## config.mk

```make
export PLATFORM = sky130hd
export DESIGN_NAME = instruction_encoder
export DESIGN_NICKNAME = d
export VERILOG_FILES = /design/src/rtl/instruction_encoder.sv
export SDC_FILE = /design/constraint.sdc
export NUM_CORES = 1
export LEC_CHECK = 0
export ABC_AREA = 1
export BUFFER_PORTS_ARGS = -buffer_cell sky130_fd_sc_hd__buf_2
export CAP_MARGIN = 30
export CORE_ASPECT_RATIO = 0.6
export CORE_MARGIN = 3
export CORE_UTILIZATION = 40
export DETAILED_ROUTE_END_ITERATION = 6
export GPL_TIMING_DRIVEN = 0
export PLACE_DENSITY = 0.75
export SYNTH_ARGS = -nofsm -noshare
export SYNTH_HDL_FRONTEND = slang
export SYNTH_SLANG_ARGS = --single-unit
```

## constraint.sdc

```tcl
create_clock -name clk -period 2.79 [get_ports clk]
set_input_delay 0.558 -clock clk [delete_from_list [all_inputs] [get_ports clk]]
set_output_delay 0.558 -clock clk [all_outputs]
set_load 0.03 [all_outputs]
```

## src/rtl/instruction_encoder.sv

```systemverilog
// Encodes symbolic MIPS instruction requests into 32-bit machine words and
// streams them into instruction memory, one word per cycle, for program loading.
module instruction_encoder #(
  parameter int unsigned ADDR_W    = 32,
  parameter int unsigned MAX_WORDS = 256
) (
  input  logic              clk,
  input  logic              reset,
  input  logic              start,
  input  logic [ADDR_W-1:0] base_addr,
  input  logic              in_valid,
  output logic              in_ready,
  input  logic [3:0]        op_sel,
  input  logic [4:0]        rs,
  input  logic [4:0]        rt,
  input  logic [4:0]        rd,
  input  logic [15:0]       imm,
  input  logic [25:0]       target,
  output logic              imem_we,
  output logic [ADDR_W-1:0] imem_addr,
  output logic [31:0]       imem_wdata,
  output logic              busy,
  output logic              done,
  output logic              err,
  output logic [15:0]       count
);

  localparam logic [3:0] OpAdd  = 4'd0;
  localparam logic [3:0] OpSub  = 4'd1;
  localparam logic [3:0] OpSlt  = 4'd2;
  localparam logic [3:0] OpJr   = 4'd3;
  localparam logic [3:0] OpLw   = 4'd4;
  localparam logic [3:0] OpSw   = 4'd5;
  localparam logic [3:0] OpBeq  = 4'd6;
  localparam logic [3:0] OpBne  = 4'd7;
  localparam logic [3:0] OpAddi = 4'd8;
  localparam logic [3:0] OpXori = 4'd9;
  localparam logic [3:0] OpJ    = 4'd10;
  localparam logic [3:0] OpJal  = 4'd11;
  localparam logic [3:0] OpEnd  = 4'd12;

  localparam logic [15:0] MaxCount = 16'(MAX_WORDS);

  typedef enum logic [1:0] {StIdle, StRun, StDone} state_e;

  state_e              state_q, state_d;
  logic [ADDR_W-1:0]   next_addr_q, next_addr_d;
  logic [15:0]         count_q, count_d;
  logic                done_q, done_d;
  logic                err_q, err_d;
  logic                we_q, we_d;
  logic [ADDR_W-1:0]   addr_q, addr_d;
  logic [31:0]         wdata_q, wdata_d;

  logic [31:0]         addr_ext;
  logic [31:0]         enc_word;
  logic                op_legal;
  logic                op_end;
  logic                at_max;
  logic                unused_addr_bits;

  // Halt word embeds the landing address, so widen it to a fixed 32 bits first.
  assign addr_ext         = 32'(next_addr_q);
  assign unused_addr_bits = ^{addr_ext[31:28], addr_ext[1:0], base_addr[1:0]};
  assign at_max           = (count_q == MaxCount);

  always_comb begin
    enc_word = '0;
    op_legal = 1'b1;
    op_end   = 1'b0;
    case (op_sel)
      OpAdd:  enc_word = {6'h00, rs, rt, rd, 5'h00, 6'h20};
      OpSub:  enc_word = {6'h00, rs, rt, rd, 5'h00, 6'h22};
      OpSlt:  enc_word = {6'h00, rs, rt, rd, 5'h00, 6'h2a};
      OpJr:   enc_word = {6'h00, rs, 15'h0000, 6'h08};
      OpLw:   enc_word = {6'h23, rs, rt, imm};
      OpSw:   enc_word = {6'h2b, rs, rt, imm};
      OpBeq:  enc_word = {6'h04, rs, rt, imm};
      OpBne:  enc_word = {6'h05, rs, rt, imm};
      OpAddi: enc_word = {6'h08, rs, rt, imm};
      OpXori: enc_word = {6'h0e, rs, rt, imm};
      OpJ:    enc_word = {6'h02, target};
      OpJal:  enc_word = {6'h03, target};
      OpEnd: begin
        enc_word = {6'h02, addr_ext[27:2]};
        op_end   = 1'b1;
      end
      default: op_legal = 1'b0;
    endcase
  end

  always_comb begin
    state_d     = state_q;
    next_addr_d = next_addr_q;
    count_d     = count_q;
    done_d      = done_q;
    err_d       = err_q;
    we_d        = 1'b0;
    addr_d      = addr_q;
    wdata_d     = wdata_q;

    unique case (state_q)
      StIdle, StDone: begin
        if (start) begin
          state_d     = StRun;
          next_addr_d = {base_addr[ADDR_W-1:2], 2'b00};
          count_d     = '0;
          done_d      = 1'b0;
          err_d       = 1'b0;
        end
      end
      StRun: begin
        if (in_valid) begin
          if (!op_legal || at_max) begin
            // Terminating request that produces no write.
            state_d = StDone;
            done_d  = 1'b1;
            err_d   = 1'b1;
          end else begin
            we_d        = 1'b1;
            addr_d      = next_addr_q;
            wdata_d     = enc_word;
            next_addr_d = next_addr_q + ADDR_W'(4);
            count_d     = (count_q == 16'hFFFF) ? count_q : count_q + 16'd1;
            if (op_end) begin
              state_d = StDone;
              done_d  = 1'b1;
            end
          end
        end
      end
      default: state_d = StIdle;
    endcase
  end

  always_ff @(posedge clk) begin
    if (reset) begin
      state_q     <= StIdle;
      next_addr_q <= '0;
      count_q     <= '0;
      done_q      <= 1'b0;
      err_q       <= 1'b0;
      we_q        <= 1'b0;
      addr_q      <= '0;
      wdata_q     <= '0;
    end else begin
      state_q     <= state_d;
      next_addr_q <= next_addr_d;
      count_q     <= count_d;
      done_q      <= done_d;
      err_q       <= err_d;
      we_q        <= we_d;
      addr_q      <= addr_d;
      wdata_q     <= wdata_d;
    end
  end

  assign in_ready   = (state_q == StRun);
  assign busy       = (state_q == StRun);
  assign done       = done_q;
  assign err        = err_q;
  assign count      = count_q;
  assign imem_we    = we_q;
  assign imem_addr  = addr_q;
  assign imem_wdata = wdata_q;

endmodule

```

==> results of run 1 <==
-- cell usage after synthesis, types with 3 or more instances --
| master | count |
|---|---|
| sky130_fd_sc_hd__nor3_1 | 3 |
| sky130_fd_sc_hd__buf_2 | 15 |
| sky130_fd_sc_hd__a31oi_1 | 3 |
| sky130_fd_sc_hd__ha_1 | 3 |
| sky130_fd_sc_hd__nand3_1 | 71 |
| sky130_fd_sc_hd__dfxtp_1 | 112 |
| sky130_fd_sc_hd__nor2_2 | 11 |
| sky130_fd_sc_hd__nor2_1 | 139 |
| sky130_fd_sc_hd__nand2_2 | 9 |
| sky130_fd_sc_hd__nand3b_1 | 7 |
| sky130_fd_sc_hd__o211ai_1 | 5 |
| sky130_fd_sc_hd__o21ai_1 | 10 |
| sky130_fd_sc_hd__buf_4 | 12 |
| sky130_fd_sc_hd__buf_6 | 3 |
| sky130_fd_sc_hd__nor2_4 | 3 |
| sky130_fd_sc_hd__nand2_1 | 297 |
| sky130_fd_sc_hd__o21ai_0 | 72 |
| sky130_fd_sc_hd__a221oi_1 | 5 |
| sky130_fd_sc_hd__a21oi_2 | 7 |
| sky130_fd_sc_hd__o2111ai_1 | 3 |
| sky130_fd_sc_hd__nand4_1 | 12 |
| sky130_fd_sc_hd__clkbuf_1 | 21 |
| sky130_fd_sc_hd__inv_2 | 8 |
| sky130_fd_sc_hd__clkinv_1 | 3 |
| sky130_fd_sc_hd__xor2_1 | 8 |
| sky130_fd_sc_hd__inv_1 | 53 |
| sky130_fd_sc_hd__a21oi_1 | 86 |
-- critical path, delay by kind of cell, from the launching register on --
family        cells  cell delay (ps)
buf+inv           6             1120
flops             1              330
simple gates      1              240
-- cell type report --
class	count	area, µm²	share of cell area, %
multi-input combinational	769	3562	45.69
sequential	112	2242	28.76
timing repair buffer	176	880.8	11.30
buffer	54	324.1	4.157
tap	203	254.0	3.258
inverter	65	246.5	3.162
clock buffer	10	229.0	2.937
clock inverter	6	57.56	0.7382
-- per-stage QoR --
| step | instances | worst slack [ps] | cell area, µm² |
|---|---|---|---|
| 6_report | 1395 | 181.5 | 7796 |
| 4_1_cts | 1395 | 122.5 | 7794 |
| 3_3_place_gp | 1379 | 518.2 | 7507 |
| 5_1_grt | 1395 | 63.10 | 7796 |
| 3_5_place_dp | 1379 | 514.1 | 7507 |
| 2_1_floorplan | 1000 | 769.8 | 6372 |
-- routing by layer --
metal / GRT usage (%) / part of all wire (%)
met5: 0 / 0
met4: 4.553 / 1.2
met3: 5.988 / 14
met2: 35.77 / 39
met1: 43.35 / 47
-- power by group --
group          total [mW]  switching [mW]  internal (mW)
logic                1.07           0.733          0.342
registers            1.85           0.128           1.72
clock network        1.30           0.673          0.631
total                4.23            1.53           2.69
-- logic make-up (layout without fill, tap and decap cells) --
kind of cell             after synthesis  count (layout)  synth area share [%]
flip-flops                           112             112                 35.23
AND/OR/NAND/NOR                      561             561                 37.63
XOR/XNOR                               8               8                 1.101
buffers and inverters                119             311                 8.925
other                                  1               3               0.05892
adder cells (fa/ha/maj)                3               3                0.5898
AO/OA/AOI/OAI                        194             194                 16.47
-- sequential cells by signal, summed over array words and instances, names as in the netlist --
signal and count:
imem_we 1, state_q 2, count 16, addr_ext 30, done 1, imem_wdata 31
imem_addr 30, err 1
-- cell usage in the layout, fill, tap and decap left out, drive strengths merged, types with 5 or more instances in the layout --
| master | synthesis | routed |
|---|---|---|
| dfxtp | 112 | 112 |
| a221oi | 5 | 5 |
| nand3 | 73 | 73 |
| clkbuf | 21 | 32 |
| nor2 | 153 | 153 |
| clkinv | 3 | 5 |
| o211ai | 5 | 5 |
| o21ai | 82 | 82 |
| nand4 | 12 | 12 |
| nand3b | 7 | 7 |
| inv | 62 | 66 |
| xor2 | 8 | 8 |
| buf | 33 | 208 |
| a21oi | 93 | 93 |
| nand2 | 308 | 308 |
-- final timing paths --
check	end	slack, ps
max	in_ready	180
min	imem_addr[8]$_SDFFE_PP0P_	460
max reg2reg	imem_wdata[24]$_SDFFE_PP0P_	510
min reg2reg	imem_addr[8]$_SDFFE_PP0P_	460
-- timing repair --
| item | in CTS | in global routing |
|---|---|---|
| hold buffers | 0 | 0 |
| gates resized for setup | 0 | 1 |
| setup endpoints to repair | 0 | 1 |
==> results.cfg, run 1 <==
[drt]
first_pass_detailed_route_iteration_total = 6
totalWireLength_um = 24240
route.detailed.wl_per_inst_um = 17.38
antenna_violating_nets_post_route = 0
vias_per_cell = 5.458
drt_iter0_drc = 891
detail_route.drc_violations = 0
via_count = 7614

[clocking]
postCtsSetupRepairBufs = 0
clk_pin_slew_worst_paths_ps = 80
tritoncts.num_buffers = 9
cts-root-buf = sky130_fd_sc_hd__clkbuf_16
tritoncts = done
htreeDepth = 3
clk_latency_ps = 360
clock_sink_count = 112
cts-root-to-sink-buffers = 2

[synthesis]
yosysUniqueCellTypes = 38
post_synth.cell_area_avg_um2 = 6.378
syn-instance-count = 998
synth_seq_area_share_pct = 35.23
ys_dominant_reg_cell = sky130_fd_sc_hd__dfxtp_1
synth_largest_area_cell = sky130_fd_sc_hd__dfxtp_1
synthesis.area_um2 = 6365
synth_enable_flop_cells = 0
ys_ff_latch = 112
post_synth_main_area_contributors = sky130_fd_sc_hd__dfxtp_1 35%, sky130_fd_sc_hd__nand2_1 18%, sky130_fd_sc_hd__nor2_1 8.2%, sky130_fd_sc_hd__a21oi_1 6.8%, sky130_fd_sc_hd__o21ai_0 5.7%
synthDominantCellAreaShare_pct = 35.23
async_flop_share_pct = 0
synth_warnings = 0

[layout]
fillCellCount = 1626
syn_to_final_growth_pct = 22.49
finish.utilization_pct = 50.43
fraction_of_layout_cells_with_a_size_suffix_above_1_pct = 22.57
fin_nets = 1287
diodes = 0

[power_and_ir_drop]
ir_drop_uv = 306.8
pwr_density_cell_nw_per_um2 = 542.0
power.static_leakage_nw = 3.414
power.total_mw = 4.225

[floorplanning]
placement_rows = 35
floorplan.io_pins = 182
die_width_um = 168.9
floorplan.die_area_um2 = 17510
fp.dieH_um = 103.7
initial_utilization_pct = 41.17
core-area_um2 = 15460

[critical_path]
crit_slowest_cell = sky130_fd_sc_hd__dfxtp_1
r2r-start = count[0]$_SDFFE_PP0P_
critical_path_arrival_ps = 2050
timing.critical_path.cells = inv_2 > nand2_1 > inv_2 > buf_2 > clkbuf_4 > buf_4 > buf_2
critical_path.startpoint_type = flop
critical_path.startpoint = state_q[1]$_SDFFE_PP0P_
slowest_delay_ps = 330
endpoint_kind = output port
worst-r2r-cell-count = 10
critical_setup_path_kind = flop to output port
timing.critical_path.required_ps = 2230
critPathMaxFanout = 11

[global_route]
grt_use_total_pct = 26.78
wire_length_of_the_first_global_routing_pass_um = 37160
pin_count_of_the_biggest_net_entering_global_routing = 21
antenna_found_initial = 0
via_count_of_the_first_global_routing_pass = 6566
gr-total-overflow = 0

[sta]
min_period_over_period_pct = 93.49
rsz0062_at_grt = false
final-setup-viol-count = 0
relSlewSlack_pct = 34.93
achievable-frequency_ghz = 0.3834
fin_worst_hold_slack_ps = 464.9
timing.clock.skew_ps = 13.17
tns_ps = 0
max_slew.worst_pin.slew_ps = 976.1
final_max_slew_viol_count = 0
final.min_clock_period_ps = 2609
hold_viol_final = 0

[placed_design]
last_weighted_congestion_value_of_the_routability_driven_placer = 0.9998
port_buffers = 176
dpl.hpwl_um = 18890

[min_path]
min-delay-start = imem_addr[8]$_SDFFE_PP0P_
min_delay_path_depth = 2
worst_hold_path_type = flop to flop

[run_status]
run_status = complete, no violations

[flow_run]
max-cap-violations = 0
Note: power is estimated with default switching activity, not from simulation.
==> run 2: changes to the inputs <==
--- a/config.mk
+++ b/config.mk
@@ -9,7 +9,7 @@
 export BUFFER_PORTS_ARGS = -buffer_cell sky130_fd_sc_hd__buf_2
 export CAP_MARGIN = 30
 export CORE_ASPECT_RATIO = 0.6
-export CORE_MARGIN = 3
+export CORE_MARGIN = 4
 export CORE_UTILIZATION = 40
 export DETAILED_ROUTE_END_ITERATION = 6
 export GPL_TIMING_DRIVEN = 0
==> run 2 against run 1 <==
  * Core utilization decreased by 0.073 points
  * Critical path type unchanged
  * Die area increased by 3.1%
  * Critical endpoint unchanged
  * Setup slack improved by 2.5 ps
  * Largest power group unchanged
==> results.cfg, run 2 (synthesized netlist as in run 1, its figures left out) <==
[run_status]
run_status = complete, no violations

[drt]
drt_iter0_drc = 1035
detail_route.drc_violations = 0
antenna_violating_nets_post_route = 0
totalWireLength_um = 24720
via_count = 7654
vias_per_cell = 5.491
first_pass_detailed_route_iteration_total = 5
route.detailed.wl_per_inst_um = 17.74

[layout]
final_cells = 1394
largest_register_ff_count = 31
syn_to_final_growth_pct = 22.31
finish.utilization_pct = 50.36
diodes = 0
most_common_library_cell_in_the_layout_ignoring_fill_and_taps = sky130_fd_sc_hd__nand2_1
most-common-layout-cells = 297 x sky130_fd_sc_hd__nand2_1, 190 x sky130_fd_sc_hd__buf_2, 139 x sky130_fd_sc_hd__nor2_1
fraction_of_layout_cells_with_a_size_suffix_above_1_pct = 22.59
fin_nets = 1287
finalInstanceArea_um2 = 7785
fillCellCount = 1596

[min_path]
worst_hold_path_type = flop to flop
min-delay-start = done$_SDFFE_PP0P_

[critical_path]
timing.critical_path.mode_cell = sky130_fd_sc_hd__buf_2
r2r-start = count[0]$_SDFFE_PP0P_
timing.critical_path.required_ps = 2230
critical_setup_path_kind = flop to output port
cp.buffers_inverters = 5
endpoint_kind = output port
crit_slowest_cell = sky130_fd_sc_hd__dfxtp_1
critical_path.startpoint_type = flop
slowest_delay_ps = 380
critical_path_arrival_ps = 2050
critical_path.startpoint = state_q[0]$_SDFFE_PP0P_
critPathMaxFanout = 11
timing.critical_path.cells = nand2_1 > inv_2 > buf_2 > clkbuf_4 > buf_4 > buf_2
critPathTopFamily = buffers and inverters

[floorplanning]
core-area_um2 = 15460
floorplan.io_pins = 182
placement_rows = 35
die_width_um = 170.9
initial_utilization_pct = 41.17
floorplan.die_area_um2 = 18060
fp.dieH_um = 105.7

[clocking]
htreeDepth = 3
clock_sink_count = 112
postCtsSetupRepairBufs = 0
cts_hold_buffers = 0
clk_latency_ps = 360
cts-root-to-sink-buffers = 2
tritoncts = done
tritoncts.num_buffers = 9
clk_pin_slew_worst_paths_ps = 80
cts-root-buf = sky130_fd_sc_hd__clkbuf_16

[power_and_ir_drop]
pwr_density_cell_nw_per_um2 = 538.4
power.static_leakage_nw = 3.407
ir_drop_uv = 310.0
power.total_mw = 4.191

[placed_design]
last_weighted_congestion_value_of_the_routability_driven_placer = 0.9683
dpl.hpwl_um = 19300
placed_cell_area_um2 = 7507
numPlacedInstances = 1379
dpl_worst_slack_ps = 524.5
port_buffers = 176

[sta]
achievable-frequency_ghz = 0.3837
finalWorstSetupSlack_ps = 184.0
final.min_clock_period_ps = 2606
timing.clock.skew_ps = 12.09
final_max_slew_viol_count = 0
relSlewSlack_pct = 40.86
hold_viol_final = 0
tns_ps = 0
rsz0062_at_grt = false
max_slew.worst_pin.slew_ps = 887.1
fin_worst_hold_slack_ps = 462.0
final-setup-viol-count = 0
min_period_over_period_pct = 93.40

[global_route]
antenna_found_initial = 0
pin_count_of_the_biggest_net_entering_global_routing = 20
gr-total-overflow = 0
grt_use_total_pct = 26.33
wire_length_of_the_first_global_routing_pass_um = 37190
via_count_of_the_first_global_routing_pass = 6622

[flow_run]
max-cap-violations = 0
## run 2: per-layer routing
layer / global-route usage (%) / part of all wire (%) / wire, µm / vias up
li1: - / - / - / 3632
met1: 41.26 / 46 / 11490 / 3517
met2: 36.13 / 40 / 9778 / 461
met3: 6.447 / 12 / 3061 / 44
met4: 4.975 / 1.6 / 391 / 0
met5: 0 / 0 / 0 / -
## run 2: tightest hold or removal path, delay by kind of cell (launching register included)
family             cells  cell delay (ps)
AOI/OAI and AO/OA      1               50
and+or+nand+nor        1               60
DFF                    1              310
## run 2: cell type report
cell class,instances,area [µm²],share of cell area [%]
Multi-Input combinational cell,769,3562,45.76
Tap cell,203,254.0,3.263
Clock inverter,6,50.05,0.6429
Clock buffer,9,225.2,2.893
Timing Repair Buffer,176,880.8,11.31
Sequential cell,112,2242,28.80
Inverter,65,246.5,3.166
Buffer,54,324.1,4.163
## run 2: final timing paths
kind / end / slack (ps) / cells past startpoint
setup / recovery: in_ready / 180 / 6
hold / removal: done$_SDFFE_PP0P_ / 460 / 2
hold reg to reg: done$_SDFFE_PP0P_ / 460 / 2
setup reg to reg: imem_wdata[16]$_SDFFE_PP0P_ / 530 / 10
## run 2: power breakdown
group | switching [mW] | internal [mW] | total [mW]
sequential | 0.127 | 1.72 | 1.85
combinational | 0.735 | 0.342 | 1.08
clock | 0.652 | 0.618 | 1.27
## run 2: what timing repair did
action,CTS,global route
resized for setup,0,1
setup endpoints to repair,0,1
hold endpoints to repair,0,0
